$ cat src/rtl/sproc_pkg.sv
// sproc_pkg: shared constants, opcode encoding and fetch-state encoding for
// the simple 9-bit processor (fetch unit, control unit and benches).
package sproc_pkg;

    localparam int SPROC_ADDR_W = 5;
    localparam int SPROC_DATA_W = 9;

    typedef enum logic [2:0] {
        OP_MV  = 3'b000,
        OP_MVI = 3'b001,
        OP_ADD = 3'b010,
        OP_SUB = 3'b011
    } opcode_e;

    typedef enum logic [2:0] {
        FS_IDLE  = 3'd0,
        FS_FETCH = 3'd1,
        FS_ISSUE = 3'd2,
        FS_IMM   = 3'd3,
        FS_WAIT  = 3'd4,
        FS_HALT  = 3'd5,
        FS_PAUSE = 3'd6
    } fetch_state_e;

    // An instruction is III XXX YYY; mvi carries its immediate in the next word.
    function automatic logic is_mvi(input logic [SPROC_DATA_W-1:0] word);
        return word[SPROC_DATA_W-1 -: 3] == OP_MVI;
    endfunction

endpackage

$ cat src/rtl/instr_fetch_unit_prog_mem.sv
// prog_mem: program store with one synchronous write port and one
// synchronous read port. The array itself is never reset; only the read
// data register is, so the word presented downstream is 0 after reset.
module prog_mem
    import sproc_pkg::*;
#(
    parameter int ADDR_W = SPROC_ADDR_W,
    parameter int DATA_W = SPROC_DATA_W
) (
    input  logic              clk,
    input  logic              rst,
    input  logic              we,
    input  logic [ADDR_W-1:0] waddr,
    input  logic [DATA_W-1:0] wdata,
    input  logic              re,
    input  logic [ADDR_W-1:0] raddr,
    output logic [DATA_W-1:0] rdata
);

    localparam int DEPTH = 1 << ADDR_W;

    logic [DATA_W-1:0] store [DEPTH];
    logic [DATA_W-1:0] rdata_q;
    logic [DATA_W-1:0] rdata_d;

    // Write port: contents survive reset so a loaded program can be rerun.
    always_ff @(posedge clk) begin
        if (we) begin
            store[waddr] <= wdata;
        end
    end

    // Read data only moves on an enabled read, otherwise the word is held.
    always_comb begin
        rdata_d = rdata_q;
        if (re) begin
            rdata_d = store[raddr];
        end
    end

    // Registered read data, cleared by reset.
    always_ff @(posedge clk or negedge rst) begin
        if (!rst) begin
            rdata_q <= '0;
        end else begin
            rdata_q <= rdata_d;
        end
    end

    assign rdata = rdata_q;

endmodule

$ cat src/rtl/instr_fetch_unit.sv
// instr_fetch_unit: sequences instructions from the program store to the
// control unit. Each word is presented on Din with a one-cycle run pulse,
// the mvi immediate follows on the next cycle, and the pc only advances
// once the control unit reports done.
// Optional macro IFU_SINGLE_STEP_EN adds a step input and a PAUSE state
// between instructions.
module instr_fetch_unit
    import sproc_pkg::*;
#(
    parameter int ADDR_W   = SPROC_ADDR_W,
    parameter int DATA_W   = SPROC_DATA_W,
    parameter int PROG_LEN = 32,
    parameter int WRAP     = 0
) (
    input  logic              clk,
    input  logic              rst,
    input  logic              start,
    input  logic              prog_we,
    input  logic [ADDR_W-1:0] prog_addr,
    input  logic [DATA_W-1:0] prog_data,
    input  logic              done,
`ifdef IFU_SINGLE_STEP_EN
    input  logic              step,
`endif
    output logic              run,
    output logic [DATA_W-1:0] Din,
    output logic [ADDR_W-1:0] ADDRESS,
    output logic              busy,
    output logic              halted,
    output logic [2:0]        fetch_state
);

    // End-of-program compare is one bit wider than the pc so that 31+1 and
    // 31+2 are seen as past the end instead of wrapping to 0 and 1.
    localparam logic [ADDR_W:0] PROG_END = (ADDR_W + 1)'(PROG_LEN);

    fetch_state_e      state_q, state_d;
    logic [ADDR_W-1:0] pc_q, pc_d;
    logic              mvi_q, mvi_d;
    logic              rd_en;
    logic [ADDR_W-1:0] rd_addr;
    logic [DATA_W-1:0] rd_data;
    logic              mem_we;
    logic [ADDR_W:0]   pc_inc;
    logic              prog_end;

    // Loading is only allowed while the sequencer is parked.
    assign mem_we = prog_we & ~busy;

    prog_mem #(
        .ADDR_W (ADDR_W),
        .DATA_W (DATA_W)
    ) u_prog_mem (
        .clk   (clk),
        .rst   (rst),
        .we    (mem_we),
        .waddr (prog_addr),
        .wdata (prog_data),
        .re    (rd_en),
        .raddr (rd_addr),
        .rdata (rd_data)
    );

    // Next state, next pc and store read control for the fetch sequencer.
    always_comb begin
        state_d  = state_q;
        pc_d     = pc_q;
        mvi_d    = mvi_q;
        rd_en    = 1'b0;
        rd_addr  = pc_q;
        pc_inc   = {1'b0, pc_q} + {{(ADDR_W - 1){1'b0}}, mvi_q, ~mvi_q};
        prog_end = (pc_inc >= PROG_END);

        case (state_q)
            FS_IDLE, FS_HALT: begin
                if (start) begin
                    pc_d    = '0;
                    state_d = FS_FETCH;
                end
            end
            FS_FETCH: begin
                rd_en   = 1'b1;
                state_d = FS_ISSUE;
            end
            FS_ISSUE: begin
                // The immediate read is only launched for mvi so that Din
                // keeps the instruction word for every other opcode.
                mvi_d   = is_mvi(rd_data);
                rd_addr = pc_q + ADDR_W'(1);
                rd_en   = is_mvi(rd_data);
                state_d = is_mvi(rd_data) ? FS_IMM : FS_WAIT;
            end
            FS_IMM, FS_WAIT: begin
                if (done) begin
                    if (prog_end) begin
                        if (WRAP != 0) begin
                            pc_d    = '0;
                            state_d = FS_FETCH;
                        end else begin
                            state_d = FS_HALT;
                        end
                    end else begin
                        pc_d    = pc_inc[ADDR_W-1:0];
`ifdef IFU_SINGLE_STEP_EN
                        state_d = FS_PAUSE;
`else
                        state_d = FS_FETCH;
`endif
                    end
                end else begin
                    state_d = FS_WAIT;
                end
            end
`ifdef IFU_SINGLE_STEP_EN
            FS_PAUSE: begin
                if (step) begin
                    state_d = FS_FETCH;
                end
            end
`endif
            default: begin
                state_d = FS_IDLE;
            end
        endcase
    end

    // Sequencer registers; reset abandons any instruction in flight.
    always_ff @(posedge clk or negedge rst) begin
        if (!rst) begin
            state_q <= FS_IDLE;
            pc_q    <= '0;
            mvi_q   <= 1'b0;
        end else begin
            state_q <= state_d;
            pc_q    <= pc_d;
            mvi_q   <= mvi_d;
        end
    end

    assign run         = (state_q == FS_ISSUE);
    assign Din         = rd_data;
    assign ADDRESS     = pc_q;
    assign busy        = (state_q != FS_IDLE) && (state_q != FS_HALT);
    assign halted      = (state_q == FS_HALT);
    assign fetch_state = state_q;

endmodule

$ cat config.mk
export PLATFORM = sky130hd
export DESIGN_NAME = instr_fetch_unit
export DESIGN_NICKNAME = d
export VERILOG_FILES = /design/src/rtl/sproc_pkg.sv /design/src/rtl/instr_fetch_unit_prog_mem.sv /design/src/rtl/instr_fetch_unit.sv
export SDC_FILE = /design/constraint.sdc
export NUM_CORES = 1
export LEC_CHECK = 0
export CAP_MARGIN = 20
export CORE_MARGIN = 1
export CORE_UTILIZATION = 45
export CTS_BUF_LIST = sky130_fd_sc_hd__clkbuf_2
export DETAILED_ROUTE_END_ITERATION = 8
export PLACE_DENSITY_LB_ADDON = 0.1
export SETUP_SLACK_MARGIN = 0.15
export SYNTH_ARGS = -nofsm -noshare
export SYNTH_HDL_FRONTEND = slang
export SYNTH_HIERARCHICAL = 1
export SYNTH_SLANG_ARGS = --single-unit
export TNS_END_PERCENT = 5
$ cat constraint.sdc
create_clock -name clk -period 4.6 [get_ports clk]
set_input_delay 0.46 -clock clk [delete_from_list [all_inputs] [get_ports clk]]
set_output_delay 0.46 -clock clk [all_outputs]
set_load 0.02 [all_outputs]
==> out/results.ini <==
[timing]
fin_skew_ns=0.07813
setup_ws_ns=1.306
final.min_clock_period_ns=3.294
maxSlewViolCount=0
holdWs_ns=0.1096
setup-violations-final=0
max_freq_mhz=303.6
maxSlewHeadroom_pct=27.56
rsz0062_at_grt=false
tightest_slew_ns=1.087
fin_crit_sh_pct=71.60
hold_violations=0
setup_tns_ns=0

[critical_path]
startpoint_type=flop
crit_buf_inv=3
r2r_cells=11
end_kind=flop
cp.required_ns=5.35
crit_type=flop to flop
cp_max_fo=17
arrival_ns=4.05
crit_family=simple AND/OR/NAND/NOR gates
r2r-start=fetch_state[1]$_DFFE_PN0N_
path_cells=nor2b_1, nor2b_1, buf_4, mux2_1, nor2_2, buf_4, buf_4, a22oi_1, a21oi_1, nor4_1, mux2_2
cpMostUsedCell=buf_4
timing.rr.end=u_prog_mem/rdata[3]$_DFFE_PN0P_
max_stage_delay_ns=0.52
r2r_slack_ns=1.31
slowest_stage=dfrtp_1
startpoint=fetch_state[1]$_DFFE_PN0N_

[power_and_ir_drop]
total_power_mw=7.190
irDropWorstVdd_v=0.0002317
cellPowerDensity_mw_per_mm2=520.2
p_leak_nw=4.572

[synth]
synth.top_cell.area_share_pct=69.64
synth-edff-count=288
synth_cell_types=43
synth_top_family_by_area=multiplexers
syn-cell-area_mm2=0.01242
yosys.area_share.simple_pct=3.698
ys_ff_latch=306
synth.mux.area_fraction_pct=12.68
yosys.area.top_type=edfxtp_1
syn_avg_cell_area_um2=17.06
synth_compound_area_share_pct=6.791
async_reset_ff_share_pct=5.882
synth_xor_xnor_area_share_pct=0.3526
synth_ff_type=edfxtp_1
yosysSeqAreaShare_pct=73.27
synth_nets=751
netlist_instances=728
synthAdderAreaFrac_pct=0.4635
netlist_top_cells_area=edfxtp_1, mux2i_1, a22oi_1
synth_warnings=6

[grt]
grtUsageTotal_pct=21.23
grt_start_max_net_pins=62
grt_pass1_wl_um=43410
overflow=0
first_global_vias=6907
antenna_found_initial=1

[detailed_routing]
viasPerCell=5.660
remaining_drc_errors=0
routed_wl_um=29480
via_count=6928
drt_first_iter_violations=643
dr.pass1.iters=5
antenna_left=0
wl_per_cell_um=24.08

[clocking]
cts_resized=0
h-tree-depth=3
clock_latency_ns=0.87
cts_hold_buf=0
cts_buffers=77
cts_tree=done
cts_sinks=306
cts_root_buf=clkbuf_2
path_clk_slew_ns=0.10
cts_setup_buffers=0
clock_path_buffers=3

[placement]
gp_congestion=0.8174
dp_cells=1085
dpl_worst_slack_ns=1.331
portBuffers=38
placed_area_mm2=0.01310
place.detailed.hpwl_um=18290

[die]
initial_utilization_pct=45.95
die_h_um=168.1
rows=60
die_area_mm2=0.02826
core_area_mm2=0.02703
ios=39
die_w_um=168.1

[cells_and_area]
mostFrequentLayoutCells=edfxtp_1, mux2i_1, clkbuf_2
final_common_cell=edfxtp_1
utilization_pct=51.14
fin_cells=1224
syn2layout_area_growth_pct=11.30
fin_nets=846
fillers=2281
drive_gt1_share_pct=19.16
post-route-cell-area_mm2=0.01382

[run_status]
status=complete, no violations

[run]
timing.max_cap.violations=0

[worst_hold_path]
worstHoldPathType=primary input to async pin

-- sequential cells by signal, summed over array words and instances, names as in the netlist --
name,flops
fetch_state,3
u_prog_mem/store,288
u_prog_mem/rdata,9
mvi_q,1
ADDRESS,5
-- routing by layer --
layer  global-route usage, %  vias to the layer above  wire length, um
met5                       0                        -                0
met4                   6.838                        0              495
met3                   5.007                       47             1800
met2                   34.24                      254            14370
met1                   28.55                     3503            12810
li1                        -                     3124                -
-- how the worst max path moves through the flow --
stage / slack [ns] / cells past startpoint / to
2_1_floorplan: 1.98 / 7 / u_prog_mem/store[0][0]$_DFFE_PP_
3_3_place_gp: 1.38 / 11 / u_prog_mem/rdata[3]$_DFFE_PN0P_
3_5_place_dp: 1.33 / 11 / u_prog_mem/rdata[3]$_DFFE_PN0P_
4_1_cts: 1.35 / 11 / u_prog_mem/rdata[3]$_DFFE_PN0P_
5_1_grt: 1.06 / 11 / u_prog_mem/rdata[3]$_DFFE_PN0P_
6_report: 1.31 / 11 / u_prog_mem/rdata[3]$_DFFE_PN0P_
-- cell families after synthesis --
logic type      after synthesis
flops                       306
mux                         156
compound gates              124
simple gates                 86
buf+inv                      47
xor+xnor                      5
fa+ha+maj                     4
-- synthesized netlist by cell type (3+ instances only) --
cell / instances
or3b_2: 3
buf_2: 16
inv_1: 6
nor2_1: 36
nand3b_1: 7
a22oi_1: 72
edfxtp_1: 288
dfrtp_1: 18
buf_8: 4
xnor2_1: 4
buf_6: 4
nand2b_1: 5
a21oi_1: 39
o21ai_0: 5
buf_1: 3
mux2_2: 9
buf_4: 10
nor2b_1: 4
ha_1: 3
nand3_1: 6
nor4_1: 9
nand2_1: 5
mux2i_1: 146
-- power breakdown --
group	internal (mW)	leakage, nW	total [mW]	switching (mW)
clock	0.750	0.542	1.81	1.06
combinational	0.929	1.21	2.13	1.20
sequential	3.14	2.82	3.25	0.110
total	4.82	4.57	7.19	2.37
-- final cells by class --
class	count	area (um2)	area share, %
clock inverter	18	121.4	0.8781
antenna	1	2.502	0.01810
sequential	306	9099	65.83
tap	341	426.7	3.087
multi-input combinational	375	3002	21.72
timing repair buffer	57	548.0	3.965
clock buffer	120	600.6	4.345
inverter	6	22.52	0.1629
Note: power is estimated with default switching activity, not from simulation.
